File: config.mk
export PLATFORM = sky130hd
export DESIGN_NAME = demux4_stream
export DESIGN_NICKNAME = d
export VERILOG_FILES = /design/src/rtl/demux4_stream.sv
export SDC_FILE = /design/constraint.sdc
export NUM_CORES = 1
export LEC_CHECK = 0
export CAP_MARGIN = 20
export CORE_MARGIN = 1.5
export CORE_UTILIZATION = 48
export CTS_CLUSTER_DIAMETER = 120
export DETAILED_ROUTE_END_ITERATION = 16
export GPL_ROUTABILITY_DRIVEN = 0
export PLACE_DENSITY = 0.84
export SLEW_MARGIN = 20
export SYNTH_ARGS = -nofsm -noshare
export SYNTH_HDL_FRONTEND = slang
export SYNTH_SLANG_ARGS = --single-unit
File: constraint.sdc
create_clock -name clk -period 3.85 [get_ports clk]
set_input_delay 0.77 -clock clk [delete_from_list [all_inputs] [get_ports clk]]
set_output_delay 0.77 -clock clk [all_outputs]
set_load 0.02 [all_outputs]
File: src/rtl/demux4_stream.sv
// 1-to-4 packet demultiplexer with a one-entry register per output lane.
// Optional per-lane packet counters are enabled by DEMUX4_STREAM_PKTCNT_EN.
module demux4_stream #(
    parameter int unsigned WIDTH = 8
) (
    input  logic             clk,
    input  logic             rst,
    input  logic [WIDTH-1:0] in_data,
    input  logic             in_valid,
    input  logic             in_last,
    input  logic [1:0]       sel,
    output logic             in_ready,
    output logic [WIDTH-1:0] out0_data,
    output logic [WIDTH-1:0] out1_data,
    output logic [WIDTH-1:0] out2_data,
    output logic [WIDTH-1:0] out3_data,
    output logic [3:0]       out_last,
    output logic [3:0]       out_valid,
    input  logic [3:0]       out_ready,
    output logic             busy
`ifdef DEMUX4_STREAM_PKTCNT_EN
    ,
    output logic [31:0]      pkt_count
`endif
);

    localparam int unsigned LANES = 4;
    localparam int unsigned CNT_W = 8;

    typedef enum logic {
        IDLE = 1'b0,
        BUSY = 1'b1
    } state_t;

    state_t           state_q, state_d;
    logic [1:0]       lane_q, lane_d;
    logic [1:0]       act;
    logic             xfer;
    logic [WIDTH-1:0] data_q [LANES];
    logic [LANES-1:0] valid_q;
    logic [LANES-1:0] last_q;

    // Lane selection, handshake and packet-boundary tracking.
    always_comb begin
        state_d  = state_q;
        lane_d   = lane_q;
        act      = sel;
        if (state_q == BUSY) begin
            act = lane_q;
        end
        in_ready = !valid_q[act] || out_ready[act];
        xfer     = in_valid && in_ready;
        case (state_q)
            IDLE: begin
                if (xfer && !in_last) begin
                    state_d = BUSY;
                    lane_d  = sel;
                end
            end
            BUSY: begin
                if (xfer && in_last) begin
                    state_d = IDLE;
                end
            end
            default: state_d = IDLE;
        endcase
    end

    always_ff @(posedge clk) begin
        if (rst) begin
            state_q <= IDLE;
            lane_q  <= 2'd0;
        end else begin
            state_q <= state_d;
            lane_q  <= lane_d;
        end
    end

    // Per-lane output register: a load wins over a drain so a full lane
    // can accept a new beat in the same cycle its old one leaves.
    for (genvar n = 0; n < LANES; n++) begin : g_lane
        always_ff @(posedge clk) begin
            if (rst) begin
                data_q[n]  <= '0;
                last_q[n]  <= 1'b0;
                valid_q[n] <= 1'b0;
            end else if (xfer && (act == 2'(n))) begin
                data_q[n]  <= in_data;
                last_q[n]  <= in_last;
                valid_q[n] <= 1'b1;
            end else if (valid_q[n] && out_ready[n]) begin
                valid_q[n] <= 1'b0;
            end
        end

`ifdef DEMUX4_STREAM_PKTCNT_EN
        logic [CNT_W-1:0] cnt_q;

        // Counts packets whose last beat has left the lane; wraps naturally.
        always_ff @(posedge clk) begin
            if (rst) begin
                cnt_q <= '0;
            end else if (valid_q[n] && out_ready[n] && last_q[n]) begin
                cnt_q <= cnt_q + CNT_W'(1);
            end
        end

        assign pkt_count[CNT_W*n +: CNT_W] = cnt_q;
`endif
    end

    assign out0_data = data_q[0];
    assign out1_data = data_q[1];
    assign out2_data = data_q[2];
    assign out3_data = data_q[3];
    assign out_valid = valid_q;
    assign out_last  = last_q;
    assign busy      = (state_q == BUSY);

endmodule

# --- Yosys cells after proc, flatten, opt, wreduce, memory -nomap -nowiden ---
# Memories as Yosys holds them, arrays and structs flattened.
# Cells that the tools add are included.
classes:
  add_sub_neg: 0
  multipliers: 0
  div: 0
  order_cmp: 1
  eq_ne: 3
  shifts: 0
  muxes: 34
  bitwise: 5
  reduce_logical: 20
op_table:
  columns: ["operator", "count"]
  rows:
  - ["two-way mux 8 bit", 4]
  - ["two-way mux 1 bit", 26]
  - ["logical AND 1 bit", 11]
  - ["nonzero test 2 bit", 4]
  - ["binary-select mux 1 bit (select 2 bit)", 2]
  - ["equality test 2 bit, second input constant", 2]
  - ["OR 1 bit", 4]
  - ["less-than comparator 2 x 3 -> 1 bit, second input constant", 1]
  - ["equality test 2 x 1 -> 1 bit, second input constant", 1]
  - ["zero test 1 bit", 2]
  - ["zero test 2 bit", 1]
  - ["two-way mux 2 bit", 1]
  - ["case mux 1 bit (2 select lines)", 1]
  - ["AND reduction 2 bit", 1]
  - ["logical OR 1 bit", 1]
  - ["NOT 1 bit", 1]
totals:
  ff_bits: 11
  latch_bits: 0
  mem_bits_rw: 32
  rom_bits: 0
  n_memories: 1
memory_table:
  columns: ["memory", "depth", "width", "rd", "rd_clocked_by_memory_dff", "wr", "line_no", "source"]
  rows:
  - ["data_q", 4, 8, 4, 0, 4, "39", "logic [WIDTH-1:0] data_q [LANES];"]

# --- Logic depth before layout (Yosys ltp) ---
# Gate-level depths: netlist of the first run.
depth:
  ltp_word: 11
  ltp_mapped: 5

# --- Worst setup path before layout of the first run ---
# Ideal clock, no wire load.
synth_path:
  path_kind: "input port to output port"
  startpoint: "input port sel[1]"
  endpoint: "output port in_ready"
  arrival_time_ns: 1.588
  required_time_ns: 3.080
  slack_ns: 1.492
  cell_stages: 3
  path_buffers: 0
  path_cell_list: "mux2_4 -> mux2i_1 -> mux2i_1"
synth_via:
  elab_chain_cells: 5
  elab_cells_between_ends: 7
  classes_between: "5 x mux; 2 x reduce/logical"
synth_rtl:
  columns: ["item", "line_no", "source"]
  rows:
  - ["start, declared", "11", "input logic [1:0] sel,"]
  - ["two-way mux 2 bit (*)", "48", "if (state_q == BUSY) begin"]
  - ["binary-select mux 1 bit (select 2 bit)", "51", "in_ready = !valid_q[act] || out_ready[act];"]
  - ["two-way mux 1 bit (implied by the code)", "51", null]
  - ["zero test 1 bit", "51", null]
  - ["logical OR 1 bit (*)", "51", null]
  - ["end, declared", "12", "output logic in_ready,"]
# Mark *: on every way between the ends. The rest lies on a longest branch, timed or not. The select of a mux whose other input is x is not followed.

# --- Worst setup path in the final report of the first run ---
# Same ends and word-level chain as after synthesis.

==> impl_metrics.ini, run 1 <==
[timing]
fmax_mhz = 306
finalWorstSetupSlack_ns = 0.586
report.final.slew_viol_count = 0
hold_viol = 0
rsz0062_at_grt = no
finalCriticalPeriod_ns = 3.26
whs_ns = 0.493
tightestPinTransition_ns = 0.556
tns_ns = 0
setup_viol = 0
finalCritPeriodShare_pct = 84.8
finalClockSkew_ns = 0.0128
slew_headroom_pct = 62.8

[cells_and_area]
final_cells = 248
drive_gt1_share_pct = 4.46
final_cell_area_sq_um = 2420
regArea_sq_um = 1180
multi_input_area_sq_um = 487
area.growth.synth_to_final_pct = 41.6
final_util_pct = 71.5
final_nets = 219
diodes = 0
fillCellCount = 232

[clock_network]
htreeDepth = 2
cts_tree = built
cts-root-buf = clkbuf_4
insertion_delay_ns = 0.34
clk_path_buf_depth = 2
cts.sinks = 43
cts_buffers = 5
path_clk_slew_ns = 0.12
cts_setup_buffers = 0
postCtsHoldBufs = 0
cts_resized = 0

[critical_path]
critPathSlowestCell = clkdlybuf4s50_1
crit_type = primary input to output port
crit_path_start = sel[1]
setup.worst_path.end_class = output port
worstPathCellList = clkdlybuf4s50_1, mux2_4, mux2i_1, mux2i_1, clkdlybuf4s50_1
cp_top_family = buffers and inverters
critical_path.max_fanout = 5
crit_arrival_ns = 2.49
cp_slowest_stage_delay_ns = 0.63
cp.buffers_inverters = 2
crit_path_start_kind = primary input
worstPathRequired_ns = 3.08

[outcome]
status = finished clean

[synthesis]
ys_ff_latch = 43
yosysSeqAreaShare_pct = 69.0
ys_async_sr_fraction_pct = 0
synth_nets = 160
synth_edf_count = 32
yosysUniqueCellTypes = 19
synthDominantCellAreaShare_pct = 56.1
yosys-top-cells-area = edfxtp_1 56%, dfxtp_1 13%, nor2_1 8.5%
yosysWarningCount = 0
ys.flop_type = edfxtp_1
syn_area_sq_um = 1710
synth_most_common_cell = nor2_1
yosys.area.top_type = edfxtp_1
synth_cells = 142
synth_area_per_cell_sq_um = 12.1
synth_common_cells = 39 x nor2_1, 32 x edfxtp_1, 17 x nand2_1

[die]
rows = 21
core_sq_um = 3390
ioPinCount = 60
initial_core_util_pct = 50.5
dieArea_sq_um = 3940
die_h_microns = 62.7
die_x_microns = 62.7

[place]
pre_cts_ws_ns = 0.596
dp.final_hpwl_mm = 2.78
port_buffers = 59
place_area_sq_um = 2320
dp_cells = 240

[global_routing]
grt_pass1_wl_mm = 5.78
grt_pass1_vias = 1290
gr-total-overflow = 0
track_usage_pct = 19.7
grt_max_degree = 16
grt_antenna_before_repair = 0

[detailed_routing]
drtIter0Drc = 41
firstDrtPassIters = 4
routed_wl_mm = 3.68
drc_errors = 0
detail-route-antenna-nets = 0
via_per_inst = 5.19
routed-via-count = 1286
routedWlPerCell_microns = 14.8

[hold_path]
min_from = lane_q[1]$_SDFFE_PP0P_
hold_class = register to register

[power]
ir_worst_vdd_mv = 0.262
power.leakage_nw = 0.911
power_density_nw_per_um2 = 432
total_power_mw = 1.05

[run]
max_cap_viol_count = 0
[cell usage in the layout (no fill, tap or decap)]
cell	synthesis	routed
a21oi_1	5	5
nand2_1	17	17
nor3b_1	1	1
mux2i_1	11	11
mux2_1	1	1
clkdlybuf4s50_1	0	59
o32ai_1	1	1
nor2_1	39	39
clkbuf_4	0	5
clkbuf_1	3	1
inv_1	2	2
nor2b_1	1	1
edfxtp_1	32	32
nand4_1	4	4
mux2_4	2	2
o221ai_1	1	1
o22ai_1	1	1
nand2b_1	6	6
bufinv_16	0	2
dfxtp_1	11	11
[tightest hold or removal path, stage by stage, from the launching register on]
cell and delay (ns):
dfxtp_1 0.35, nand2_1 0.06, mux2i_1 0.05
[per-layer routing]
metal  global-route usage (%)  part of all wire [%]
met1                     18.1                    37
met2                     37.2                    52
met3                     6.13                   7.6
met4                     12.2                   3.5
met5                        0                     0
[state kept, by name, summed over array words and instances, names as in the netlist, named ones only]
name       flops
data_q        32
out_last       4
out_valid      4
lane_q         2
[path summary, 6_finish.rpt]
path                                     end  slack (ns)  cells past startpoint
hold / removal        lane_q[1]$_SDFFE_PP0P_        0.49                      2
setup reg to reg  data_q[1][5]$_SDFFCE_PN0P_        1.66                      3
setup / recovery                    in_ready        0.59                      5
hold reg to reg       lane_q[1]$_SDFFE_PP0P_        0.49                      2
[cell families after synthesis]
family | count (synthesis) | share of synthesized area, %
buffers and inverters | 9 | 2.63
muxes | 14 | 8.84
and+or+nand+nor | 68 | 16.7
AOI/OAI and AO/OA | 8 | 2.85
DFF | 43 | 69.0
[layout make-up]
| cell class | count | share of cell area, % |
|---|---|---|
| Clock buffer | 6 | 1.70 |
| Clock inverter | 2 | 2.48 |
| Inverter | 2 | 0.310 |
| Multi-Input combinational cell | 90 | 20.1 |
| Sequential cell | 43 | 48.7 |
| Tap cell | 46 | 2.37 |
| Timing Repair Buffer | 59 | 24.4 |
[power by group]
part	total, mW	switching, mW	internal [mW]	leakage, nW
clock network	0.340	0.138	0.203	0.0525
logic	0.168	0.0902	0.0781	0.434
registers	0.539	0.0119	0.527	0.425
total	1.05	0.240	0.808	0.911
Note: power is estimated with default switching activity, not from simulation.
==> run 2: changes to the inputs <==
--- a/config.mk
+++ b/config.mk
@@ -7,11 +7,11 @@
 export LEC_CHECK = 0
 export CAP_MARGIN = 20
 export CORE_MARGIN = 1.5
-export CORE_UTILIZATION = 48
+export CORE_UTILIZATION = 44
 export CTS_CLUSTER_DIAMETER = 120
 export DETAILED_ROUTE_END_ITERATION = 16
 export GPL_ROUTABILITY_DRIVEN = 0
-export PLACE_DENSITY = 0.84
+export PLACE_DENSITY = 0.78
 export SLEW_MARGIN = 20
 export SYNTH_ARGS = -nofsm -noshare
 export SYNTH_HDL_FRONTEND = slang
==> constraint.sdc (replaced) <==
create_clock -name clk -period 3.1 [get_ports clk]
set_input_delay 0.62 -clock clk [delete_from_list [all_inputs] [get_ports clk]]
set_output_delay 0.62 -clock clk [all_outputs]
set_load 0.02 [all_outputs]
==> impl_metrics.ini, run 2 (same netlist as run 1, synthesis figures left out) <==
[timing]
rsz0062_at_grt = no
whs_ns = 0.496
finalCritPeriodShare_pct = 95.5
setup_viol = 0
finalClockSkew_ns = 0.00559
hold_viol = 0
report.final.slew_viol_count = 0
tightestPinTransition_ns = 0.515
slew_headroom_pct = 65.6
tns_ns = 0
finalCriticalPeriod_ns = 2.96
fmax_mhz = 338

[critical_path]
setup.worst_path.end_class = output port
worstPathRequired_ns = 2.48
critical_path.max_fanout = 5
crit_arrival_ns = 2.34
crit_type = primary input to output port
crit_path_start_kind = primary input

[power]
power.leakage_nw = 0.926
power_density_nw_per_um2 = 532
ir_worst_vdd_mv = 0.248

[clock_network]
cts_tree = built
insertion_delay_ns = 0.29
cts_setup_buffers = 0
cts_resized = 0
cts_buffers = 5
cts.sinks = 43
htreeDepth = 2
clk_path_buf_depth = 2
path_clk_slew_ns = 0.08
postCtsHoldBufs = 0
cts-root-buf = clkbuf_8

[cells_and_area]
area.growth.synth_to_final_pct = 43.2
diodes = 0
top_register = data_q
layout_commonest_cell = clkdlybuf4s50_1
final_cell_mix = 59 x clkdlybuf4s50_1, 39 x nor2_1, 32 x edfxtp_1
drive_gt1_share_pct = 5.88
largest_reg_flops = 32
final_nets = 221

[detailed_routing]
drtIter0Drc = 60
drc_errors = 0
detail-route-antenna-nets = 0
routed-via-count = 1268
routedWlPerCell_microns = 14.3
via_per_inst = 5.03
routed_wl_mm = 3.60
firstDrtPassIters = 4

[die]
die_h_microns = 65.4
ioPinCount = 60
core_sq_um = 3690
die_x_microns = 65.4
initial_core_util_pct = 46.4
dieArea_sq_um = 4280
rows = 22

[global_routing]
grt_pass1_vias = 1204
grt_antenna_before_repair = 0
gr-total-overflow = 0
track_usage_pct = 18.1
grt_pass1_wl_mm = 5.75
grt_max_degree = 16

[hold_path]
hold_class = register to register

[outcome]
status = finished clean

[place]
port_buffers = 59
dp.final_hpwl_mm = 2.66

[run]
max_cap_viol_count = 0
-- run 2: metal layers --
metal / wire [microns] / share of wire [%] / vias to the layer above / global-route usage (%)
met5: 0 / 0 / - / 0
met4: 13 / 0.36 / 0 / 4.69
met1: 1480 / 41 / 599 / 21.5
li1: - / - / 611 / -
met3: 184 / 5.1 / 2 / 4.11
met2: 1930 / 54 / 56 / 33.0
-- run 2: metrics by stage --
stage          total power, mW  utilization [%]  cells  worst slack [ns]  instance area, sq um
6_report                  1.31             66.5    252             0.140                  2450
5_1_grt                   1.35             66.5    252             0.115                  2450
4_1_cts                   1.31             66.5    252             0.148                  2450
3_5_place_dp             0.894             63.5    244             0.161                  2340
3_3_place_gp             0.889             63.5    244             0.187                  2340
2_1_floorplan            0.791                -    142              1.03                  1710
-- run 2: cell type report --
class                   count  area [sq um]
repair buffers             61           606
multi-input cells          90           487
well taps                  48          60.1
inverters                   2          7.51
clock inverters             3          43.8
clock buffers               5          68.8
flip-flops and latches     43          1180
fillers                   284          1230
-- run 2: critical path, stage by stage --
cell and delay (ns):
clkdlybuf4s50_1 0.45, mux2_4 0.32, mux2i_1 0.16, mux2i_1 0.16
clkdlybuf4s50_1 0.62
-- run 2: worst paths after layout --
path	slack, ns	startpoint	endpoint	depth (start not counted)
max reg2reg	1.00	register	data_q[1][1]$_SDFFCE_PN0P_	3
max	0.14	sel[1]	in_ready	5
min	0.50	lane_q[0]$_SDFFE_PP0P_	lane_q[0]$_SDFFE_PP0P_	2
min reg2reg	0.50	lane_q[0]$_SDFFE_PP0P_	lane_q[0]$_SDFFE_PP0P_	2
-- run 2: report_power, final --
group / internal (mW) / switching [mW]
Combinational: 0.0991 / 0.112
Clock: 0.240 / 0.185
Sequential: 0.655 / 0.0144
==> run 3: changes to the inputs <==
--- a/config.mk
+++ b/config.mk
@@ -12,7 +12,6 @@
 export DETAILED_ROUTE_END_ITERATION = 16
 export GPL_ROUTABILITY_DRIVEN = 0
 export PLACE_DENSITY = 0.78
-export SLEW_MARGIN = 20
 export SYNTH_ARGS = -nofsm -noshare
 export SYNTH_HDL_FRONTEND = slang
 export SYNTH_SLANG_ARGS = --single-unit
==> results of run 3 <==
The final DEF is identical to that of run 2; final timing and power are the same.
